==> src/rtl/rf_wport_arbiter_pkg.sv <==
// Shared widths and FSM encodings for the register-file write-port arbiter.
// The hazard unit decodes the same state encodings.
package rf_wport_arbiter_pkg;

    localparam int RF_REG_WIDTH    = 32;
    localparam int RF_ADDR_W       = 5;
    localparam int RF_STARVE_LIMIT = 4;

    typedef enum logic [1:0] {
        ARB_IDLE  = 2'd0,
        ARB_WAIT  = 2'd1,
        ARB_FORCE = 2'd2
    } arb_state_e;

endpackage : rf_wport_arbiter_pkg

==> src/rtl/rf_wport_arbiter.sv <==
// Shares the register file's single write port between the WB stage and one
// buffered long-latency-unit result, forcing a one-cycle stall if the result starves.
module rf_wport_arbiter
    import rf_wport_arbiter_pkg::*;
#(
    parameter int REG_WIDTH    = RF_REG_WIDTH,
    parameter int ADDR_W       = RF_ADDR_W,
    parameter int STARVE_LIMIT = RF_STARVE_LIMIT
) (
    input  logic                 clk,
    input  logic                 reset_n,
    input  logic                 wb_we,
    input  logic [ADDR_W-1:0]    wb_rd,
    input  logic [REG_WIDTH-1:0] WB_data,
    input  logic                 llu_valid,
    input  logic [ADDR_W-1:0]    llu_rd,
    input  logic [REG_WIDTH-1:0] llu_data,
    output logic                 llu_ready,
    output logic                 rf_we,
    output logic [ADDR_W-1:0]    rf_waddr,
    output logic [REG_WIDTH-1:0] rf_wdata,
    output logic                 pipe_stall,
    output logic                 pend_valid,
    output logic [ADDR_W-1:0]    pend_rd
);

    localparam int CNT_W = $clog2(STARVE_LIMIT) + 1;
    localparam logic [CNT_W-1:0] CNT_LAST = CNT_W'(STARVE_LIMIT - 1);

    arb_state_e           state;
    logic [CNT_W-1:0]     cnt;
    logic [REG_WIDTH-1:0] pend_data;

    logic wb_act;
    logic accept;
    logic squash;

    // A stalled WB stage re-presents its write next cycle, so it is ignored now.
    assign wb_act    = wb_we && (wb_rd != '0) && !pipe_stall;
    assign llu_ready = !pend_valid;
    assign accept    = llu_valid && llu_ready && (llu_rd != '0);
    assign squash    = pend_valid && wb_act && (wb_rd == pend_rd);

    // NOTE: every output of a combinational block gets a default first so no latch is inferred.
    always_comb begin
        rf_we    = 1'b0;
        rf_waddr = '0;
        rf_wdata = '0;
        if (wb_act) begin
            rf_we    = 1'b1;
            rf_waddr = wb_rd;
            rf_wdata = WB_data;
        end else if (pend_valid) begin
            rf_we    = 1'b1;
            rf_waddr = pend_rd;
            rf_wdata = pend_data;
        end
    end

    // NOTE: state registers use non-blocking assignments and reset asynchronously.
    always_ff @(posedge clk or negedge reset_n) begin
        if (!reset_n) begin
            state      <= ARB_IDLE;
            cnt        <= '0;
            pend_valid <= 1'b0;
            pend_rd    <= '0;
            pend_data  <= '0;
            pipe_stall <= 1'b0;
        end else begin
            case (state)
                ARB_IDLE: begin
                    if (accept) begin
                        pend_valid <= 1'b1;
                        pend_rd    <= llu_rd;
                        pend_data  <= llu_data;
                        cnt        <= '0;
                        state      <= ARB_WAIT;
                    end
                end
                ARB_WAIT: begin
                    if (squash || !wb_act) begin
                        // Either drained this cycle or overwritten by a younger WB write.
                        pend_valid <= 1'b0;
                        cnt        <= '0;
                        state      <= ARB_IDLE;
                    end else if (cnt == CNT_LAST) begin
                        pipe_stall <= 1'b1;
                        state      <= ARB_FORCE;
                    end else begin
                        cnt <= cnt + 1'b1;
                    end
                end
                ARB_FORCE: begin
                    pend_valid <= 1'b0;
                    pipe_stall <= 1'b0;
                    cnt        <= '0;
                    state      <= ARB_IDLE;
                end
                default: begin
                    pend_valid <= 1'b0;
                    pipe_stall <= 1'b0;
                    cnt        <= '0;
                    state      <= ARB_IDLE;
                end
            endcase
        end
    end

endmodule : rf_wport_arbiter

==> config.mk <==
export PLATFORM = sky130hd
export DESIGN_NAME = rf_wport_arbiter
export DESIGN_NICKNAME = d
export VERILOG_FILES = /design/src/rtl/rf_wport_arbiter_pkg.sv /design/src/rtl/rf_wport_arbiter.sv
export SDC_FILE = /design/constraint.sdc
export NUM_CORES = 1
export LEC_CHECK = 0
export CAP_MARGIN = 20
export CORE_MARGIN = 5
export CORE_UTILIZATION = 36
export DETAILED_ROUTE_END_ITERATION = 7
export GPL_ROUTABILITY_DRIVEN = 0
export GPL_TIMING_DRIVEN = 0
export PLACE_DENSITY = 0.81
export SKIP_CTS_REPAIR_TIMING = 1
export SYNTH_ARGS = -nofsm -noshare
export SYNTH_HDL_FRONTEND = slang
export SYNTH_SLANG_ARGS = --single-unit
==> constraint.sdc <==
create_clock -name clk -period 1.75 [get_ports clk]
set_input_delay 0.35 -clock clk [delete_from_list [all_inputs] [get_ports clk]]
set_output_delay 0.35 -clock clk [all_outputs]
set_load 0.02 [all_outputs]
==> run summary <==
Clock root cell -> clkbuf_8
Drt drc -> 0
Final setup margin -> -0.3166 ns
Worst Hold Class -> input port to asynchronous set/reset pin
TritonCTS buffer count -> 5
Fin crit share -> 118.1%
Via/cell ratio -> 5.058
Net Sw Frac -> 38.43%
CP max FO -> 10
# fillers -> 493
Comb power frac -> 61.8%
Reg power frac -> 26.7%
Clock Path Buffers -> 2
Pint -> 0.004191 W
Violated checks -> setup timing
Largest area contributor in the synthesized netlist -> dfrtp_1
Critical R2R Capture -> pend_rd[4]
Clock Skew -> 0.009111 ns
DIE WIDTH -> 91.99 um
Slew HR -> 67.63%
Hold Slack -> 0.005660 ns
R2r worst-path depth -> 7
Worst skew pair latency -> 0.30 ns
Fin crit period -> 2.067 ns
CP startpoint -> pipe_stall
Row count -> 29
Slowest-stage cell, CP -> dfrtp_1
Total core area -> 6459 um2
Critical Path End Type -> output pin
Final ANT Viol Nets -> 0
LEAKAGE -> 2.077 nW
Register-to-Register Setup Slack -> -0.10 ns
Clk slew on worst S/H paths -> 0.08 ns
Post-synth top area share -> 45.50%
Initial core utilization -> 37.47%
Synth warnings -> 0
Outcome -> finished with violations
Worst Path Required -> 1.40 ns
H-tree levels -> 2
Die ar. -> 8461 um2
Synth area leaders -> dfrtp_1, mux2_2, nand2_1
Clock sink count -> 44
CTS tree -> yes
Detailed Place HPWL -> 5920 um
Crit path kind -> flop to output pin
Top cell by count, worst path -> buf_8
Routed vias -> 2428
Max Cap Viol -> 0
Final Hold Vio Count -> 0
Vias in the first global route -> 2432
CP Cell Sequence -> nand2b_4, a21oi_4, buf_8, buf_8, nand2_1, o21ai_4, buf_6
Max Transition Viols Final -> 0
Initial antenna violation count -> 0
Setup-failing EPs final -> 67
CP arrival -> 1.72 ns
Share of cells above drive strength 1 -> 41.19%
Synth cell types -> 26
DRT iter0 DRCs -> 53
Chip height -> 91.99 um
Drt wl/cell -> 16.54 um
Fin nets -> 482
Max VDD drop -> 0.0006998 V
Worst Tran Pin Value -> 0.4856 ns
First-pass GRT wire length -> 12010 um
First-pass DRT Iterations -> 4
# IOs -> 124
Max incr delay on CP -> 0.40 ns
Unrepaired setup endpoints after global routing -> true
N_diodes -> 0
Register area share after synthesis -> 45.50%
Avg Cell Area, Syn -> 9.527 um2
Pwr Density -> 1509 nW/um2
Mapped Nets -> 334
Largest net degree at the start of global routing -> 26
FF+latch count, synth -> 44
Critical R2R Launch -> pend_valid
Clk network pwr share -> 11.4%
P_sw -> 0.002616 W
I/O Buffers -> 123
Grt total ovfl -> 0
CP startpoint kind -> flop
Total Routing Usage GR -> 17.56%
Mapped Area -> 2420 um2
Cells after synthesis -> 254
Pre-CTS WS -> -1.310 ns
Peak Freq -> 483.9 MHz
Layout area overhead -> 86.40%
DRT Wirelength -> 7937 um
layout by cell type (no fill, tap or decap), drive strengths merged:
| cell | synthesis | routed |
|---|---|---|
| nand2 | 75 | 75 |
| clkdlybuf4s50 | 0 | 67 |
| buf | 4 | 67 |
| dfrtp | 44 | 44 |
| o21ai | 42 | 42 |
| mux2 | 37 | 37 |
| clkbuf | 12 | 18 |
| dlymetal6s2s | 0 | 11 |
| inv | 9 | 9 |
| xnor2 | 5 | 5 |
| a2111oi | 4 | 4 |
| nand2b | 3 | 3 |
| o211ai | 3 | 3 |
| or2 | 2 | 2 |
| nand3 | 2 | 2 |
| ha | 2 | 2 |
| a21oi | 2 | 2 |
| nor4 | 1 | 1 |
| o22ai | 1 | 1 |
| or4 | 1 | 1 |
| or3 | 1 | 1 |
| nand4 | 1 | 1 |
| a221oi | 1 | 1 |
| nor2 | 1 | 1 |
| a22oi | 1 | 1 |
| clkinv | 0 | 1 |
| bufinv | 0 | 1 |
worst max-delay path, delay by kind of cell (launching register included):
kind,cells,cell delay [ns]
AOI/OAI and AO/OA,2,0.28
buffers and inverters,3,0.44
DFF,1,0.40
and+or+nand+nor,2,0.30
cell families after synthesis:
kind of cell	count (synthesis)	share of synthesized area, %
xor+xnor	5	1.810
flops	44	45.50
mux	37	18.46
fa+ha+maj	2	1.034
simple gates	87	15.05
compound gates	54	12.62
buf+inv	25	5.532
state kept, by name, summed over array words and instances, names as in the netlist:
register,cells
cnt,3
pend_data,32
pend_rd,5
pend_valid,1
pipe_stall,1
state,2
power by group through the flow:
stage / clock network (W) / registers [W] / logic, W
after floorplan: 0 / 0.00184 / 0.00234
after global placement: 0 / 0.00181 / 0.00364
after detailed placement: 0 / 0.00183 / 0.00372
after CTS: 0.000797 / 0.00182 / 0.00373
after global routing: 0.000844 / 0.00189 / 0.00450
final: 0.000777 / 0.00182 / 0.00421
metal layers:
layer	vias to the layer above	GRT usage, %	part of all wire (%)
li1	1170	-	-
met4	0	4.084	0.93
met1	1166	21.41	42
met2	80	30.90	50
met3	12	4.828	6.7
met5	-	0	0
worst max path at each step:
stage                              end  slack (ns)  depth (start not counted)
final                     rf_wdata[29]       -0.32                          7
after global routing      rf_wdata[29]       -0.40                          7
after CTS                 rf_wdata[17]       -1.32                          8
after detailed placement   rf_waddr[3]       -1.31                          8
after global placement     rf_waddr[3]       -1.32                          8
after floorplan           rf_wdata[22]       -0.15                          4
Yosys cell counts (all sizes together):
cell,count
a2111oi,4
a21oi,2
a221oi,1
a22oi,1
buf,4
clkbuf,12
dfrtp,44
ha,2
inv,9
mux2,37
nand2,75
nand2b,3
nand3,2
nand4,1
nor2,1
nor4,1
o211ai,3
o21ai,42
o22ai,1
or2,2
or3,1
or4,1
xnor2,5
cell type report:
cell class                 count  area [um2]  share of cell area, %
buffer                        16       209.0                  4.632
clock buffer                   6       72.57                  1.609
clock inverter                 2       35.03                 0.7767
inverter                       9       41.29                 0.9154
multi-input combinational    185        1488                  32.98
sequential                    44        1102                  24.44
tap                           77       96.34                  2.136
timing repair buffer         141        1466                  32.51
metrics by stage:
stage                     cells  power (W)  area [um2]  utilization [%]  setup TNS (ns)
after CTS                   463   0.006348        4156            64.35          -61.06
after detailed placement    455   0.005552        4049            62.69          -75.01
final                       480   0.006807        4511            69.84          -11.76
after global placement      454   0.005449        4034            62.46         -113.56
after floorplan             254   0.004185        2706                -          -4.575
after global routing        480   0.007232        4511            69.84          -16.43
Note: power is estimated with default switching activity, not from simulation.
